<file path="src/rtl/iir_coeff_ctrl.sv">
// Coefficient swap controller for an IIR filter.
// Coefficients are written into a shadow set at any time. A commit drains
// the samples still in the filter, copies the shadow set into the active set,
// then holds the filter in reset so that no stale state mixes with the new
// coefficients.
module iir_coeff_ctrl #(
  parameter int unsigned NB           = 12,
  parameter int unsigned MAX_INFLIGHT = 8,
  parameter int unsigned FLUSH_CYC    = 2,
  parameter int unsigned DRAIN_TO     = 64
) (
  input  logic            clk,
  input  logic            rst,
  input  logic            cfg_we,
  input  logic [2:0]      cfg_addr,
  input  logic [NB-1:0]   cfg_data,
  input  logic            cfg_commit,
  input  logic            s_valid,
  input  logic [NB-1:0]   s_data,
  output logic            s_ready,
  output logic            f_vIn,
  output logic [NB-1:0]   f_dIn,
  output logic [3*NB-1:0] f_b,
  output logic [2*NB-1:0] f_a,
  output logic            f_rst_n,
  input  logic            f_vOut,
  output logic            busy,
  output logic            swap_done,
  output logic            drain_err,
  output logic            commit_err
);

  localparam int unsigned IW = $clog2(MAX_INFLIGHT + 1);
  localparam int unsigned TW = $clog2(DRAIN_TO) + 1;
  localparam int unsigned FW = $clog2(FLUSH_CYC) + 1;

  localparam logic [IW-1:0] MaxInfl   = IW'(MAX_INFLIGHT);
  localparam logic [TW-1:0] TimerLast = TW'(DRAIN_TO - 1);
  localparam logic [FW-1:0] FlushLast = FW'(FLUSH_CYC - 1);

  typedef enum logic [1:0] {StRun, StDrain, StSwap, StFlush} state_e;

  state_e                 state_q, state_d;
  logic [4:0][NB-1:0]     shadow_q, shadow_d;
  logic [4:0][NB-1:0]     active_q, active_d;
  logic [IW-1:0]          inflight_q, inflight_d, inflight_nxt;
  logic [TW-1:0]          timer_q, timer_d;
  logic [FW-1:0]          flush_q, flush_d;
  logic                   f_vin_q, f_vin_d;
  logic [NB-1:0]          f_din_q, f_din_d;
  logic                   swap_done_q, swap_done_d;
  logic                   accept;

  assign s_ready = !rst && (state_q == StRun) && (inflight_q < MaxInfl);
  assign accept  = s_valid && s_ready;
  assign busy    = !rst && (state_q != StRun);
  assign f_rst_n = !rst && (state_q != StFlush);
  assign f_vIn     = f_vin_q;
  assign f_dIn     = f_din_q;
  assign swap_done = swap_done_q;
  assign f_b = {active_q[2], active_q[1], active_q[0]};
  assign f_a = {active_q[4], active_q[3]};

  // Occupancy after this cycle's accept and return, saturating at zero.
  always_comb begin
    inflight_nxt = inflight_q;
    if (accept && !f_vOut) begin
      inflight_nxt = inflight_q + 1'b1;
    end else if (!accept && f_vOut && (inflight_q != '0)) begin
      inflight_nxt = inflight_q - 1'b1;
    end
  end

  // Next-state, shadow/active updates and pulse outputs.
  always_comb begin
    state_d     = state_q;
    shadow_d    = shadow_q;
    active_d    = active_q;
    inflight_d  = inflight_nxt;
    timer_d     = '0;
    flush_d     = '0;
    f_vin_d     = accept;
    f_din_d     = accept ? s_data : f_din_q;
    swap_done_d = 1'b0;
    drain_err   = 1'b0;
    commit_err  = 1'b0;

    if (cfg_we) begin
      case (cfg_addr)
        3'd0:    shadow_d[0] = cfg_data;
        3'd1:    shadow_d[1] = cfg_data;
        3'd2:    shadow_d[2] = cfg_data;
        3'd3:    shadow_d[3] = cfg_data;
        3'd4:    shadow_d[4] = cfg_data;
        default: ;
      endcase
    end

    unique case (state_q)
      StRun: begin
        if (cfg_commit) state_d = StDrain;
      end
      StDrain: begin
        commit_err = cfg_commit;
        timer_d    = timer_q + 1'b1;
        // Use the post-return count so the swap follows the last return directly.
        if (inflight_nxt == '0) begin
          state_d = StSwap;
        end else if (timer_q == TimerLast) begin
          state_d   = StSwap;
          drain_err = 1'b1;
        end
      end
      StSwap: begin
        commit_err = cfg_commit;
        // shadow_q predates any write in this cycle.
        active_d   = shadow_q;
        state_d    = StFlush;
      end
      StFlush: begin
        commit_err = cfg_commit;
        inflight_d = '0;
        flush_d    = flush_q + 1'b1;
        if (flush_q == FlushLast) begin
          state_d     = StRun;
          swap_done_d = 1'b1;
        end
      end
      default: state_d = StRun;
    endcase

    if (rst) begin
      drain_err  = 1'b0;
      commit_err = 1'b0;
    end
  end

  // State registers with synchronous reset.
  always_ff @(posedge clk) begin
    if (rst) begin
      state_q     <= StRun;
      shadow_q    <= '0;
      active_q    <= '0;
      inflight_q  <= '0;
      timer_q     <= '0;
      flush_q     <= '0;
      f_vin_q     <= 1'b0;
      f_din_q     <= '0;
      swap_done_q <= 1'b0;
    end else begin
      state_q     <= state_d;
      shadow_q    <= shadow_d;
      active_q    <= active_d;
      inflight_q  <= inflight_d;
      timer_q     <= timer_d;
      flush_q     <= flush_d;
      f_vin_q     <= f_vin_d;
      f_din_q     <= f_din_d;
      swap_done_q <= swap_done_d;
    end
  end

endmodule

</file>
<file path="config.mk">
export PLATFORM = sky130hd
export DESIGN_NAME = iir_coeff_ctrl
export DESIGN_NICKNAME = d
export VERILOG_FILES = /design/src/rtl/iir_coeff_ctrl.sv
export SDC_FILE = /design/constraint.sdc
export NUM_CORES = 1
export LEC_CHECK = 0
export ABC_AREA = 1
export CORE_MARGIN = 4
export CORE_UTILIZATION = 49
export CTS_BUF_LIST = sky130_fd_sc_hd__clkbuf_4
export DETAILED_ROUTE_END_ITERATION = 10
export PLACE_DENSITY = 0.89
export RECOVER_POWER = 25
export SLEW_MARGIN = 20
export SYNTH_ARGS = -nofsm -noshare
export SYNTH_HDL_FRONTEND = slang
export SYNTH_SLANG_ARGS = --single-unit
</file>
<file path="constraint.sdc">
create_clock -name clk -period 2.95 [get_ports clk]
set_clock_uncertainty 0.05 [all_clocks]
set_input_delay 0.885 -clock clk [delete_from_list [all_inputs] [get_ports clk]]
set_output_delay 0.885 -clock clk [all_outputs]
set_load 0.01 [all_outputs]
</file>
Word-level counts from Yosys, hierarchy flattened
Cells that the tools add are included.
- input port bits: 33
- register bits: 149
- logic and storage cells: 77
- output and inout port bits: 79
- equal/unequal tests: 13
- reduce and logical (&&, ||, !) cells: 26
- $lt $le $gt $ge: 1
- mux-type cells: 14
- bitwise operators: 2
- add/subtract/negate cells: 4
- operators with widths (operator ; count):
    AND reduction 2 bit ; 5
    logical AND 1 bit ; 8
    2-to-1 mux 2 bit ; 4
    2-to-1 mux 4 bit ; 2
    case mux 2 bit (4 select lines) ; 1
    adder 7 x 1 -> 7 bit, second input constant ; 1
    == test 7 x 6 -> 1 bit, second input constant ; 1
    2-to-1 mux 1 bit ; 7
    == test 3 x 2 -> 1 bit, second input constant ; 2
    != test 2 bit, second input constant ; 3
    OR reduction 2 bit ; 3
    adder 4 x 1 -> 4 bit, second input constant ; 1
    == test 2 x 1 -> 1 bit, second input constant ; 2
    == test 2 bit, second input constant ; 2
    logical NOT 4 bit ; 1
    < comparator 4 bit, second input constant ; 1
    nonzero test 4 bit ; 1
    subtractor 4 x 1 -> 4 bit, second input constant ; 1
    == test 3 x 1 -> 1 bit, second input constant ; 1
    == test 3 bit, second input constant ; 1
    logical NOT 1 bit ; 3
    logical NOT 3 bit ; 1
    != test 3 bit, second input constant ; 1
    AND reduction 3 bit ; 1
    5 further kinds ; 6

Logic depth before layout (Yosys ltp)
- depth after elaboration: 13
- gate-level depth with buffers: 14

Worst setup path after synthesis
No wires, ideal clock.
- path type: in2out
- from: input rst
- to: output drain_err
- path slack: 0.236 ns
- arrival time: 1.779 ns
- stages on the path: 9
- data required time: 2.015 ns
- buffers on the path: 0
- path through: nor2_4 -> nand3_4 -> nor2_4 -> inv_4 -> nor2_4 -> nand2_2 -> nand2_2 -> nor2_2 -> a21oi_1
- longest elaborated chain between the ends: 13
- elaborated cells on any way between the ends: 14
- classes of those cells: mux: 5; reduce/logical: 9
- ends and longest elaborated chain (item ; line ; source):
    from (decl) ; 13 ; input logic rst,
    logical NOT 1 bit ; 54 ; assign s_ready = !rst && (state_q == StRun) && (inflight_q < MaxInfl);
    logical AND 1 bit (2 in a row) ; 54 ;
    logical AND 1 bit ; 55 ; assign accept = s_valid && s_ready;
    logical NOT 1 bit ; 69 ; end else if (!accept && f_vOut && (inflight_q != '0)) begin
    logical AND 1 bit (2 in a row) ; 69 ;
    2-to-1 mux 4 bit ; 69 ;
    2-to-1 mux 4 bit ; 67 ; if (accept && !f_vOut) begin
    logical NOT 4 bit ; 107 ; if (inflight_nxt == '0) begin
    2-to-1 mux 1 bit ; 107 ;
    2-to-1 mux 1 bit ; 99 ; unique case (state_q)
    2-to-1 mux 1 bit * ; 132 ; if (rst) begin
    to (decl) ; 29 ; output logic drain_err,
Mark *: on every way between the ends. The rest lies on a longest branch, timed or not.

Worst setup path in the final report
- from: register state_q[0]
- to: output drain_err
- longest elaborated chain between the ends: 13
- elaborated cells on any way between the ends: 15
- classes of those cells: eq/ne: 1; mux: 5; reduce/logical: 9
- ends and longest elaborated chain (item ; line ; source):
    from (decl) ; 43 ; state_e state_q, state_d;
    from (signal assigned) ; 141 ; state_q <= StRun;
    from (signal assigned) ; 151 ; state_q <= state_d;
    logical NOT 2 bit ; 54 ;
    logical AND 1 bit (2 in a row) ; 54 ;
    logical AND 1 bit ; 55 ;
    logical NOT 1 bit ; 69 ;
    logical AND 1 bit (2 in a row) ; 69 ;
    2-to-1 mux 4 bit ; 69 ;
    2-to-1 mux 4 bit ; 67 ;
    logical NOT 4 bit ; 107 ;
    2-to-1 mux 1 bit ; 107 ;
    2-to-1 mux 1 bit * ; 99 ;
    2-to-1 mux 1 bit * ; 132 ;
Marks and branches as above.

==> results.sh <==
export IMPL_grt_busiest_layer="met2"
export IMPL_synth_avg_cell_area_um2=7.79
export IMPL_die_w_um=114
export IMPL_status="completed"
export IMPL_use_met2_pct=34.5
export IMPL_post_drt_wl_per_cell_um=14.4
export IMPL_final_area_um2=7180
export IMPL_hold_class="reg2reg"
export IMPL_clk_pin_slew_ps=120
export IMPL_holdPathStages=1
export IMPL_worstSetupEndpointType="output pin"
export IMPL_slowest_delay_ps=400
export IMPL_cts_tree="built"
export IMPL_num_vias=4916
export IMPL_rows=38
export IMPL_fin_nets=859
export IMPL_slew_viol_final=0
export IMPL_clk_insertion_delay_late_ps=540
export IMPL_dpl_cell_area_um2=6760
export IMPL_synth_seq_cells=149
export IMPL_cts_buffer_depth=2
export IMPL_setup_violations_final=0
export IMPL_synthArstFlopShare_pct=0
export IMPL_grt_antenna_before_repair=0
export IMPL_startpoint_type="flop"
export IMPL_io_buffer_count=111
export IMPL_yosysUniqueCellTypes=26
export IMPL_netlist_area_um2=5490
export IMPL_grt_pass1_vias=4879
export IMPL_clock_fmax_mhz=343
export IMPL_clock_sinks=149
export IMPL_initial_core_util_pct=50.5
export IMPL_period_minus_slack_ps=2910
export IMPL_die_h_um=114
export IMPL_max_slew_margin_rel_pct=54.8
export IMPL_coreArea_um2=10900
export IMPL_grtUsageTotal_pct=21.9
export IMPL_r2r_cells=7
export IMPL_io_pins=112
export IMPL_drv_cap=0
export IMPL_ant_nets=0
export IMPL_worstPathRequired_ps=2020
export IMPL_gp_congestion=0.816
export IMPL_crit_type="reg2out"
export IMPL_finalCritPeriodShare_pct=98.7
export IMPL_remaining_drc_errors=0
export IMPL_htree_levels=4
export IMPL_synth_edf_count=0
export IMPL_p_leak_nw=3.11
export IMPL_cts_hold_buffers=0
export IMPL_rsz0062_at_grt="true"
export IMPL_hold_viol=0
export IMPL_p_total_w=0.00586
export IMPL_dieArea_um2=13000
export IMPL_final_layout_size_suffix_gt1_share_pct=11.8
export IMPL_slowest_stage="dfxtp_4"
export IMPL_finalWirelength_um=13900
export IMPL_yosysWarnings=0
export IMPL_critPathArrivalTime_ps=1980
export IMPL_grt_max_degree=115
export IMPL_synth_nets=747
export IMPL_crit_chain="inv_4 -> ha_4 -> nand3_4 -> nor2_4 -> buf_4 -> nand2_1 -> nand3_2 -> nor2_2 -> a21oi_2 -> buf_2"
export IMPL_grt_overflow=0
export IMPL_cts_root_buf="clkbuf_4"
export IMPL_powerDensity_nw_per_um2=816
export IMPL_diodes=0
export IMPL_worst_pin_slew_ps=677
export IMPL_yosysSeqAreaShare_pct=54.3
export IMPL_numCtsBuffers=17
export IMPL_worst_path_max_fanout=4
export IMPL_initialDrtViolationCount=308
export IMPL_grt_pass1_wl_um=23000
export IMPL_postSynthCellCount=705
export IMPL_detail_route_vias_per_cell=5.07
export IMPL_place_hpwl_um=8880
export IMPL_peakVddDrop_v=0.000670
export IMPL_synth_flop_cell="dfxtp_1"
export IMPL_use_met1_pct=29.2
export IMPL_area_growth_pct=30.7
export IMPL_drt_pass1_iter_count=5
export IMPL_grt_use_met3_pct=7.11
metal layers:
layer / vias to the layer above / part of all wire (%)
met2: 163 / 46
met3: 23 / 7.3
met1: 2237 / 46
li1: 2493 / -
met5: - / 0
met4: 0 / 1.4
critical path, delay by kind of cell (launching register included):
| family | cells | cell delay (ps) |
|---|---|---|
| buffers and inverters | 3 | 320 |
| AO/OA/AOI/OAI | 1 | 60 |
| adder cells (fa/ha/maj) | 1 | 170 |
| AND/OR/NAND/NOR | 5 | 500 |
| flip-flops | 1 | 400 |
synthesized netlist by cell type, types with 2 or more instances:
master	instances	area, um^2
nor2_1	213	800
a21oi_1	34	170
nor3b_1	2	15.0
dfxtp_1	149	2980
inv_2	10	37.5
nand2_2	4	25.0
clkbuf_1	31	116
nand2_1	47	176
nand3_2	5	50.1
buf_1	4	15.0
nor2_4	3	33.8
nor3_1	2	10.0
nand3_1	24	120
inv_1	33	124
nor2_2	2	12.5
buf_2	3	15.0
ha_1	9	113
o21ai_0	93	465
o21ai_1	30	150
cell usage in the layout (no fill, tap or decap), drive strengths merged:
cell type and count:
clkbuf 21, nand2 51, a21oi 34, nor3b 2, xnor2 1, o21ai 123
o21a 1, buf 21, xor2 1, nand4 1, nor3 2, inv 52
nor2 218, dlymetal6s2s 1, ha 9, nand3 30, bufinv 3, dlygate4sd2 2
clkdlybuf4s50 105, dfxtp 149, clkinv 3
where the power goes:
part | internal [W] | switching (W) | total [W]
combinational | 0.000905 | 0.000981 | 0.00189
clock | 0.000626 | 0.000803 | 0.00143
sequential | 0.00236 | 0.000188 | 0.00255
flip-flops by register name, summed over array words and instances, names as in the netlist:
name / flops
f_b: 36
inflight_q: 4
f_vIn: 1
f_dIn: 12
flush_q: 2
shadow_q: 60
timer_q: 7
state_q: 2
f_a: 24
swap_done: 1
area by class of cell:
cell class | count | area, um^2
Sequential cell | 149 | 2990
Multi-Input combinational cell | 473 | 2240
Clock inverter | 14 | 184
Tap cell | 140 | 175
Timing Repair Buffer | 132 | 1270
Inverter | 44 | 174
Fill cell | 905 | 3710
Clock buffer | 18 | 135
final timing paths:
path | slack, ps | from | to
min | 390 | flush_q[0] | flush_q[0]
min reg2reg | 390 | flush_q[0] | flush_q[0]
max | 40 | state_q[0] | drain_err
max reg2reg | 1130 | state_q[0] | f_a[21]
kinds of logic (layout without fill, tap and decap cells):
kind of cell	count (synthesis)	count (layout)	synth area share, %
AND/OR/NAND/NOR	304	304	23.0
buffers and inverters	83	208	5.85
AO/OA/AOI/OAI	158	158	14.4
XOR/XNOR	2	2	0.319
adder cells (fa/ha/maj)	9	9	2.05
flip-flops	149	149	54.3
metrics by stage:
stage	worst slack (ps)	setup TNS, ps	instances	util, %	hold slack [ps]
3_3_place_gp	-724	-1400	931	62.1	364
5_1_grt	-97.0	-97.0	970	66.0	422
3_5_place_dp	-753	-1540	931	62.1	382
2_1_floorplan	236	0	705	-	349
6_report	38.5	0	970	66.0	387
4_1_cts	-6.49	-6.49	965	65.2	399
repair_timing:
item	4_1_cts	5_1_grt
endpoints found under the setup margin	5	1
buffers inserted	2	5
gates resized for setup	21	17
pin swaps	4	5
(Power assumes the default switching activity.)
